## src/rtl/reservation_station_pkg.sv

```systemverilog
// Shared types for the dispatcher -> reservation station interface.
// Holds the instruction payload, the RS entry wrapper and the CDB capture helper.
package reservation_station_pkg;

    localparam int unsigned XLEN            = 32;
    localparam int unsigned ROB_TAG_LEN     = 4;
    localparam int unsigned FUNC_LEN        = 4;
    localparam int unsigned RS_SIZE_DEFAULT = 4;

    typedef enum logic [1:0] {
        FU_INT    = 2'd0,
        FU_MULT   = 2'd1,
        FU_BRANCH = 2'd2,
        FU_LDST   = 2'd3
    } fu_e;

    typedef struct packed {
        fu_e                    fu;
        logic [FUNC_LEN-1:0]    func;
        logic [XLEN-1:0]        imm;
        logic [XLEN-1:0]        pc;
        logic [ROB_TAG_LEN-1:0] tag_dest;
        logic [ROB_TAG_LEN-1:0] tag_src1;
        logic                   ready_src1;
        logic [XLEN-1:0]        value_src1;
        logic [ROB_TAG_LEN-1:0] tag_src2;
        logic                   ready_src2;
        logic [XLEN-1:0]        value_src2;
    } inst_rs_t;

    typedef struct packed {
        logic     valid;
        inst_rs_t inst;
    } rs_entry_t;

    // Capture a CDB broadcast into any still-pending source; ready sources are never overwritten.
    function automatic inst_rs_t cdb_capture(
        input inst_rs_t               inst,
        input logic                   cdb_valid,
        input logic [ROB_TAG_LEN-1:0] cdb_tag,
        input logic [XLEN-1:0]        cdb_value
    );
        inst_rs_t res;
        res = inst;
        if (cdb_valid && !res.ready_src1 && (res.tag_src1 == cdb_tag)) begin
            res.ready_src1 = 1'b1;
            res.value_src1 = cdb_value;
        end
        if (cdb_valid && !res.ready_src2 && (res.tag_src2 == cdb_tag)) begin
            res.ready_src2 = 1'b1;
            res.value_src2 = cdb_value;
        end
        return res;
    endfunction

endpackage

```

## src/rtl/reservation_station_rs_select.sv

```systemverilog
// Oldest-ready picker: grants the ready entry that no other ready entry is older than.
module rs_select #(
    parameter int unsigned RS_SIZE = 4
) (
    input  logic [RS_SIZE-1:0]              ready,
    input  logic [RS_SIZE-1:0][RS_SIZE-1:0] older,
    output logic [RS_SIZE-1:0]              grant_c,
    output logic                            any_grant_c
);

    always_comb begin
        grant_c = '0;
        for (int i = 0; i < int'(RS_SIZE); i++) begin
            grant_c[i] = ready[i];
            for (int j = 0; j < int'(RS_SIZE); j++) begin
                if ((j != i) && ready[j] && older[j][i]) begin
                    grant_c[i] = 1'b0;
                end
            end
        end
        any_grant_c = |ready;
    end

endmodule

```

## src/rtl/reservation_station.sv

```systemverilog
// Reservation station for one FU class: allocation, CDB wakeup, oldest-ready select
// and a one-deep registered valid/ready issue stage toward the FU.
module reservation_station
    import reservation_station_pkg::*;
#(
    parameter int unsigned RS_SIZE = RS_SIZE_DEFAULT
) (
    input  logic                   clk,
    input  logic                   reset,
    input  logic                   load,
    input  inst_rs_t               inst_in,
    output logic                   is_full,
    input  logic                   cdb_valid,
    input  logic [ROB_TAG_LEN-1:0] cdb_tag,
    input  logic [XLEN-1:0]        cdb_value,
    input  logic                   squash,
    output logic                   issue_valid,
    input  logic                   issue_ready,
    output inst_rs_t               issue_inst
);

    localparam int unsigned IDX_W = (RS_SIZE > 1) ? $clog2(RS_SIZE) : 1;

    rs_entry_t                       entries [RS_SIZE];
    logic [RS_SIZE-1:0][RS_SIZE-1:0] older;
    logic [RS_SIZE-1:0]              entry_valid;
    logic [RS_SIZE-1:0]              src_ready;
    logic [RS_SIZE-1:0]              grant;
    logic                            any_grant;
    logic [IDX_W-1:0]                alloc_idx;
    logic [IDX_W-1:0]                grant_idx;
    logic                            alloc_en;
    logic                            advance;
    inst_rs_t                        alloc_inst;

    always_comb begin
        entry_valid = '0;
        src_ready   = '0;
        for (int i = 0; i < int'(RS_SIZE); i++) begin
            entry_valid[i] = entries[i].valid;
            src_ready[i]   = entries[i].valid && entries[i].inst.ready_src1
                             && entries[i].inst.ready_src2;
        end
    end

    assign is_full = &entry_valid;

    // Lowest free slot by pre-edge valid bits, so a slot freed by issue this edge is never reused at once.
    always_comb begin
        alloc_idx = '0;
        for (int i = int'(RS_SIZE) - 1; i >= 0; i--) begin
            if (!entry_valid[i]) begin
                alloc_idx = IDX_W'(i);
            end
        end
    end

    always_comb begin
        grant_idx = '0;
        for (int i = 0; i < int'(RS_SIZE); i++) begin
            if (grant[i]) begin
                grant_idx = IDX_W'(i);
            end
        end
    end

    assign alloc_en   = load && !is_full;
    assign advance    = !issue_valid || issue_ready;
    assign alloc_inst = cdb_capture(inst_in, cdb_valid, cdb_tag, cdb_value);

    rs_select #(
        .RS_SIZE(RS_SIZE)
    ) u_select (
        .ready      (src_ready),
        .older      (older),
        .grant_c    (grant),
        .any_grant_c(any_grant)
    );

    always_ff @(posedge clk) begin
        if (reset) begin
            for (int i = 0; i < int'(RS_SIZE); i++) begin
                entries[i] <= '0;
            end
            older       <= '0;
            issue_valid <= 1'b0;
            issue_inst  <= '0;
        end else if (squash) begin
            for (int i = 0; i < int'(RS_SIZE); i++) begin
                entries[i].valid <= 1'b0;
            end
            issue_valid <= 1'b0;
        end else begin
            for (int i = 0; i < int'(RS_SIZE); i++) begin
                if (entries[i].valid) begin
                    entries[i].inst <= cdb_capture(entries[i].inst, cdb_valid, cdb_tag, cdb_value);
                end
            end

            if (advance) begin
                if (any_grant) begin
                    issue_inst                <= entries[grant_idx].inst;
                    issue_valid               <= 1'b1;
                    entries[grant_idx].valid  <= 1'b0;
                end else begin
                    issue_valid <= 1'b0;
                end
            end

            // New entry becomes youngest: every currently valid entry is older than it.
            if (alloc_en) begin
                entries[alloc_idx].valid <= 1'b1;
                entries[alloc_idx].inst  <= alloc_inst;
                older[alloc_idx]         <= '0;
                for (int j = 0; j < int'(RS_SIZE); j++) begin
                    if (entry_valid[j]) begin
                        older[j][alloc_idx] <= 1'b1;
                    end
                end
            end
        end
    end

    load_when_full_a : assert property (@(posedge clk) disable iff (reset || squash) !(load && is_full))
        else $warning("reservation_station: load while full was dropped");

endmodule

```

## config.mk

```make
export PLATFORM = sky130hd
export DESIGN_NAME = reservation_station
export DESIGN_NICKNAME = d
export VERILOG_FILES = /design/src/rtl/reservation_station_pkg.sv /design/src/rtl/reservation_station_rs_select.sv /design/src/rtl/reservation_station.sv
export SDC_FILE = /design/constraint.sdc
export NUM_CORES = 1
export LEC_CHECK = 0
export CORE_ASPECT_RATIO = 0.7
export CORE_MARGIN = 1.5
export CORE_UTILIZATION = 50
export CTS_CLUSTER_SIZE = 12
export DETAILED_ROUTE_END_ITERATION = 12
export GPL_ROUTABILITY_DRIVEN = 0
export GPL_TIMING_DRIVEN = 0
export PLACE_DENSITY_LB_ADDON = 0.15
export RECOVER_POWER = 100
export SLEW_MARGIN = 10
export SYNTH_ARGS = -nofsm -noshare
export SYNTH_HDL_FRONTEND = slang
export SYNTH_SLANG_ARGS = --single-unit
```

## constraint.sdc

```tcl
create_clock -name clk -period 6.85 [get_ports clk]
set_input_delay 1.37 -clock clk [delete_from_list [all_inputs] [get_ports clk]]
set_output_delay 1.37 -clock clk [all_outputs]
set_load 0.05 [all_outputs]
```

==> out/qor.yml, run 1 <==
path_common_cell: "clkbuf_1"
boundaryPins: 340
row_count: 77
die-area_mm2: 0.0663
wire_per_inst_um: 29.7
start_util_pct: 50.9
grt-ovfl-total: 0
antenna_left: 0
required_ns: 7.14
dr.pass1.iters: 9
numPortBuffers: 306
slowest_delay_ns: 1.00
area_growth_pct: 20.7
cts_tree: "built"
arrival_ns: 5.70
violations: "max-capacitance violations, max-slew violations"
power_density_mw_per_mm2: 254
final.period_utilization_pct: 79.0
coreArea_mm2: 0.0636
hold_class: "flop to flop"
dieWidth_um: 307
timing.final.crit_period_ns: 5.41
clock_skew_ns: 0.0198
ys_async_sr_fraction_pct: 0
dp_hpwl_um: 74900
antenna_found_initial: 16
total_power_uw: 9930
tightest_slew_ns: 2.27
syn_area_per_cell_um2: 13.8
vias: 24045
yosys.area.top_type_share_pct: 55.0
die_h_um: 216
crit_path_top_delay_cell: "o41ai_1"
syn_nets: 2541
avgViaCountPerCell: 6.53
clock_path_buffers: 3
worstPathCellList: "dlygate4sd3_1 > clkbuf_1 > and4bb_1 > nor2_1 > nand2_1 > nand2_1 > o41ai_1 > clkbuf_1 > clkbuf_1 > clkbuf_1 > clkbuf_1"
fill_cells: 4935
drt_iter0_markers: 4064
clkLatencyLatePin_ns: 0.63
ys_warn_count: 0
path_class: "input pin to flop"
drt_wl_total_um: 109000
p_leak_uw: 0.0141
synth_ff_type: "edfxtp_1"
path_clk_slew_ns: 0.06
cts_root_buf: "clkbuf_16"
htreeDepth: 3
hold_buffers: 0
grt_pass1_wl_um: 156000
synth_area_mm2: 0.0324
cts_made_buffers: 75
cts_resized: 0
dp_cells: 3532
hold_viol_final: 0
synth_area_leaders: "edfxtp_1 (55%), dfxtp_1 (10%), a22o_1 (6.9%)"
slew_viol_final: 133
critPathTopFamily: "buffers and inverters"
grt_pass1_vias: 23245
grt_usage_pct: 32.5
setup_viol: 0
drive_above_1_share_pct: 8.20
path_buf_inv: 6
rsz0062_at_grt: "false"
rrSetupSlack_ns: 2.56
start_kind: "input pin"
drcViolationCount: 0
post_cts_buffers: 0
ys_ff_latch: 754
seq_area_frac_synth_pct: 65.0
place_area_mm2: 0.0370
synth_area_leader_cell: "edfxtp_1"
grt_max_degree: 61
crit_path_end_kind: "flop"
timing.fmax_ghz: 0.185
clkSinkCount: 754
whs_ns: 0.454
layout.nets: 2970
yosysUniqueCellTypes: 51
peakVddDrop_mv: 0.182
cap_violations: 12
synthCells: 2351
layout.cells.non_filler: 3683
utilization_pct: 61.4
outcome: "complete, but fails checks"
synth_edf_count: 592
postLayoutCellArea_mm2: 0.0391
crit_path_max_fanout: 10
slew_headroom_pct: -52.2
[sequential cells by signal (all words and copies together), names as in the netlist, named ones only]
name         flops
issue_inst     148
issue_valid      1
older            5
entries        596
[final timing paths]
kind | from | end | depth (start not counted)
setup / recovery | squash | entries[1][54] | 11
hold / removal | older[6] | older[6] | 2
setup reg to reg | entries[1][148] | entries[1][54] | 10
hold reg to reg | older[6] | older[6] | 2
[layout by cell type, fill, tap and decap left out, types with 5 or more instances in the layout]
master	instances
and2_0	171
xnor2_1	28
edfxtp_1	592
nor2_1	187
clkbuf_16	81
and2_1	145
clkdlybuf4s50_1	152
buf_1	36
o41ai_1	6
dlygate4sd3_1	154
nand4_1	11
buf_6	11
diode_2	13
buf_16	5
a222oi_1	147
inv_1	8
o21ai_0	21
mux2_2	50
buf_2	65
clkbuf_1	213
xor2_1	9
a211oi_1	146
dfxtp_1	162
nand2_1	16
nor3_1	5
a22o_1	256
clkbuf_8	8
mux2_1	96
nand3_1	9
[cells by family after synthesis]
kind of cell	share of synthesized area, %
AND/OR/NAND/NOR	9.67
buffers and inverters	3.59
AO/OA/AOI/OAI	15.7
flip-flops	65.0
multiplexers	5.08
XOR/XNOR	1.00
[cell usage after synthesis, types with 2 or more instances]
cell,number
mux2_1,96
nand2b_1,3
clkbuf_1,85
and2_1,316
a311oi_1,2
o31ai_1,2
xor2_1,9
buf_6,11
a222oi_1,147
inv_1,12
nand2_1,16
buf_1,40
nor2b_1,4
dfxtp_1,162
buf_4,3
nor2_1,187
o41ai_1,6
edfxtp_1,592
and4_1,2
nor3_1,4
nor3b_1,2
nand3_1,9
or3_1,3
nand4_1,11
mux2_2,50
nor2_2,2
xnor2_1,28
o21ai_1,8
and3_1,4
buf_2,100
nand3b_1,2
a22o_1,256
a211oi_1,146
nor4_2,2
o21ai_0,13
[area by class of cell]
| class | count | area, um2 | share of cell area (%) |
|---|---|---|---|
| tap | 829 | 1040 | 2.66 |
| multi-input combinational | 1346 | 10100 | 26.0 |
| clock buffer | 137 | 2320 | 5.93 |
| buffer | 239 | 1070 | 2.74 |
| timing repair buffer | 352 | 3350 | 8.59 |
| sequential | 754 | 21000 | 53.8 |
| inverter | 12 | 53.8 | 0.138 |
| antenna | 13 | 32.5 | 0.0833 |
| clock inverter | 1 | 30.0 | 0.0769 |
[worst register-to-register path, delay by kind of cell, from the launching register on]
| kind | cells | cell delay (ns) |
|---|---|---|
| buf+inv | 5 | 1.92 |
| simple gates | 4 | 0.73 |
| compound gates | 1 | 1.00 |
| flops | 1 | 0.30 |
[through the flow]
| stage | worst slack (ns) | setup TNS (ns) |
|---|---|---|
| after floorplan | 0.764 | 0 |
| after detailed placement | 2.20 | 0 |
| after CTS | 2.83 | 0 |
| after global routing | 1.31 | 0 |
| after global placement | -3.90 | -768.95 |
| final | 1.44 | 0 |
[power by group]
group | internal, uW | switching, uW | total [uW]
sequential | 5140 | 62.8 | 5200
clock | 2310 | 1720 | 4030
combinational | 265 | 435 | 699
total | 7710 | 2220 | 9930
[metal layers]
| metal | global-route usage, % | routed length (um) | vias up |
|---|---|---|---|
| met3 | 8.98 | 14600 | 261 |
| met4 | 10.8 | 3840 | 12 |
| met1 | 46.4 | 43300 | 11992 |
| li1 | - | - | 10075 |
| met2 | 47.9 | 47700 | 1705 |
| met5 | 0.945 | 127 | - |
Note: power is estimated with default switching activity, not from simulation.
==> run 2: changes to the inputs <==
==> constraint.sdc (replaced) <==
create_clock -name clk -period 5.4 [get_ports clk]
set_input_delay 1.08 -clock clk [delete_from_list [all_inputs] [get_ports clk]]
set_output_delay 1.08 -clock clk [all_outputs]
set_load 0.05 [all_outputs]
==> out/qor.yml, run 2 (synthesized netlist as in run 1, its figures left out) <==
outcome: "complete, but fails checks"
violations: "max-capacitance violations, max-slew violations"
holdPathStages: 2
avgViaCountPerCell: 6.51
clock_path_buffers: 3
p_comb_share_pct: 7.1
cts_made_buffers: 75
numPortBuffers: 306
dp_hpwl_um: 74500
largest_reg_flops: 596
grt-ovfl-total: 0
start_util_pct: 50.9
grt_usage_pct: 32.2
clock_skew_ns: 0.0220
antenna_left: 0
crit_path_max_fanout: 10
power_frac_clock_pct: 39.9
critPathTopFamily: "compound AO/OA/AOI/OAI gates"
p_int_uw: 9610
grt_pass1_vias: 22940
switching_share_pct: 22.8
slew_headroom_pct: -48.8
path_common_cell: "clkbuf_1"
rrSetupSlack_ns: 1.69
post_cts_buffers: 0
postLayoutCellArea_mm2: 0.0389
utilization_pct: 61.2
power_density_mw_per_mm2: 320
clkSinkCount: 754
antenna_found_initial: 19
crit_path_top_delay_cell: "o21ai_0"
setup_viol: 0
p_leak_uw: 0.0141
dr.pass1.iters: 10
whs_ns: 0.447
path_clk_slew_ns: 0.07
coreArea_mm2: 0.0636
dieWidth_um: 307
drcViolationCount: 0
arrival_ns: 5.21
layout_common_cells: "edfxtp_1 (592), a22o_1 (256), clkbuf_1 (192)"
die-area_mm2: 0.0663
layout.nets: 2963
path_buf_inv: 3
cts_tree: "built"
crit_path_end_kind: "flop"
hold_buffers: 0
start_kind: "input pin"
drive_above_1_share_pct: 8.79
worstSetupPathDepth: 7
required_ns: 5.88
wire_per_inst_um: 29.5
slowest_delay_ns: 1.72
rsz0062_at_grt: "false"
die_h_um: 216
final.period_utilization_pct: 87.5
place_area_mm2: 0.0370
timing.fmax_ghz: 0.212
row_count: 77
drt_iter0_markers: 4049
switchingPower_uw: 2850
cts_root_buf: "clkbuf_16"
hold_viol_final: 0
peakVddDrop_mv: 0.222
timing.final.crit_period_ns: 4.73
worstPathCellList: "dlygate4sd3_1 > clkbuf_1 > nor2_1 > nand3b_1 > o21ai_0 > clkbuf_1 > a22o_1"
grt_max_degree: 71
layout_commonest_cell: "edfxtp_1"
cts_resized: 0
grt_pass1_wl_um: 154000
area_growth_pct: 20.3
path_class: "input pin to flop"
layout.cells.non_filler: 3677
top_regs: "entries (596), issue_inst (148), older (5)"
hold_class: "flop to flop"
slew_viol_final: 216
worst_r2r_path_depth: 5
boundaryPins: 340
vias: 23927
regMostFlops: "entries"
htreeDepth: 3
tightest_slew_ns: 2.20
dp_cells: 3525
clkLatencyLatePin_ns: 0.63
drt_wl_total_um: 109000
total_power_uw: 12500
seqPwrFrac_pct: 52.9
cap_violations: 11
==> run 2: changes by cell type in the layout (fill, tap and decap cells not counted), sizes merged <==
cell           before  now
inv                 9   13
diode              13   14
bufinv              1    0
clkbuf            302  278
clkinv              0    3
dlygate4sd3       154  155
buf               120  133
clkdlybuf4s50     152  151
clkinvlp            3    1
==> run 2: layout make-up <==
class | instances | area [um2]
Fill cell | 4924 | 24700
Timing Repair Buffer | 345 | 3280
Inverter | 12 | 61.3
Clock buffer | 133 | 2210
Multi-Input combinational cell | 1346 | 10200
Antenna cell | 14 | 35.0
Clock inverter | 5 | 32.5
Buffer | 239 | 1080
Tap cell | 829 | 1040
Sequential cell | 754 | 21000
==> run 2: routing by layer <==
layer | track usage (%) | wire [um] | vias to the layer above
li1 | - | - | 10079
met1 | 46.4 | 43000 | 11850
met2 | 46.9 | 47200 | 1733
met3 | 8.75 | 14800 | 253
met4 | 11.0 | 3530 | 12
met5 | 0 | 92 | -
==> run 2: worst paths after layout <==
| kind | from | endpoint |
|---|---|---|
| min | older[3] | older[3] |
| max reg2reg | entries[0][148] | entries[0][67] |
| max | squash | entries[0][67] |
| min reg2reg | older[3] | older[3] |
==> run 2: metrics by stage <==
step,worst slack (ns),TNS (ns)
after floorplan,-0.396,-50.43
after global placement,-4.94,-1024.87
after detailed placement,0.912,0
after CTS,1.58,0
after global routing,0.692,0
final,0.674,0
==> run 2: worst min-delay path, delay by kind of cell, from the launching register on <==
kind	cells	cell delay, ns
DFF	1	0.31
and+or+nand+nor	2	0.09
==> run 2: power by group through the flow <==
stage          clock network, uW  logic (uW)  registers [uW]
2_1_floorplan                  0         405            6740
3_3_place_gp                   0         834            6730
3_5_place_dp                   0         898            6710
5_1_grt                     5210         930            6610
4_1_cts                     4980         904            6590
6_report                    4980         889            6600
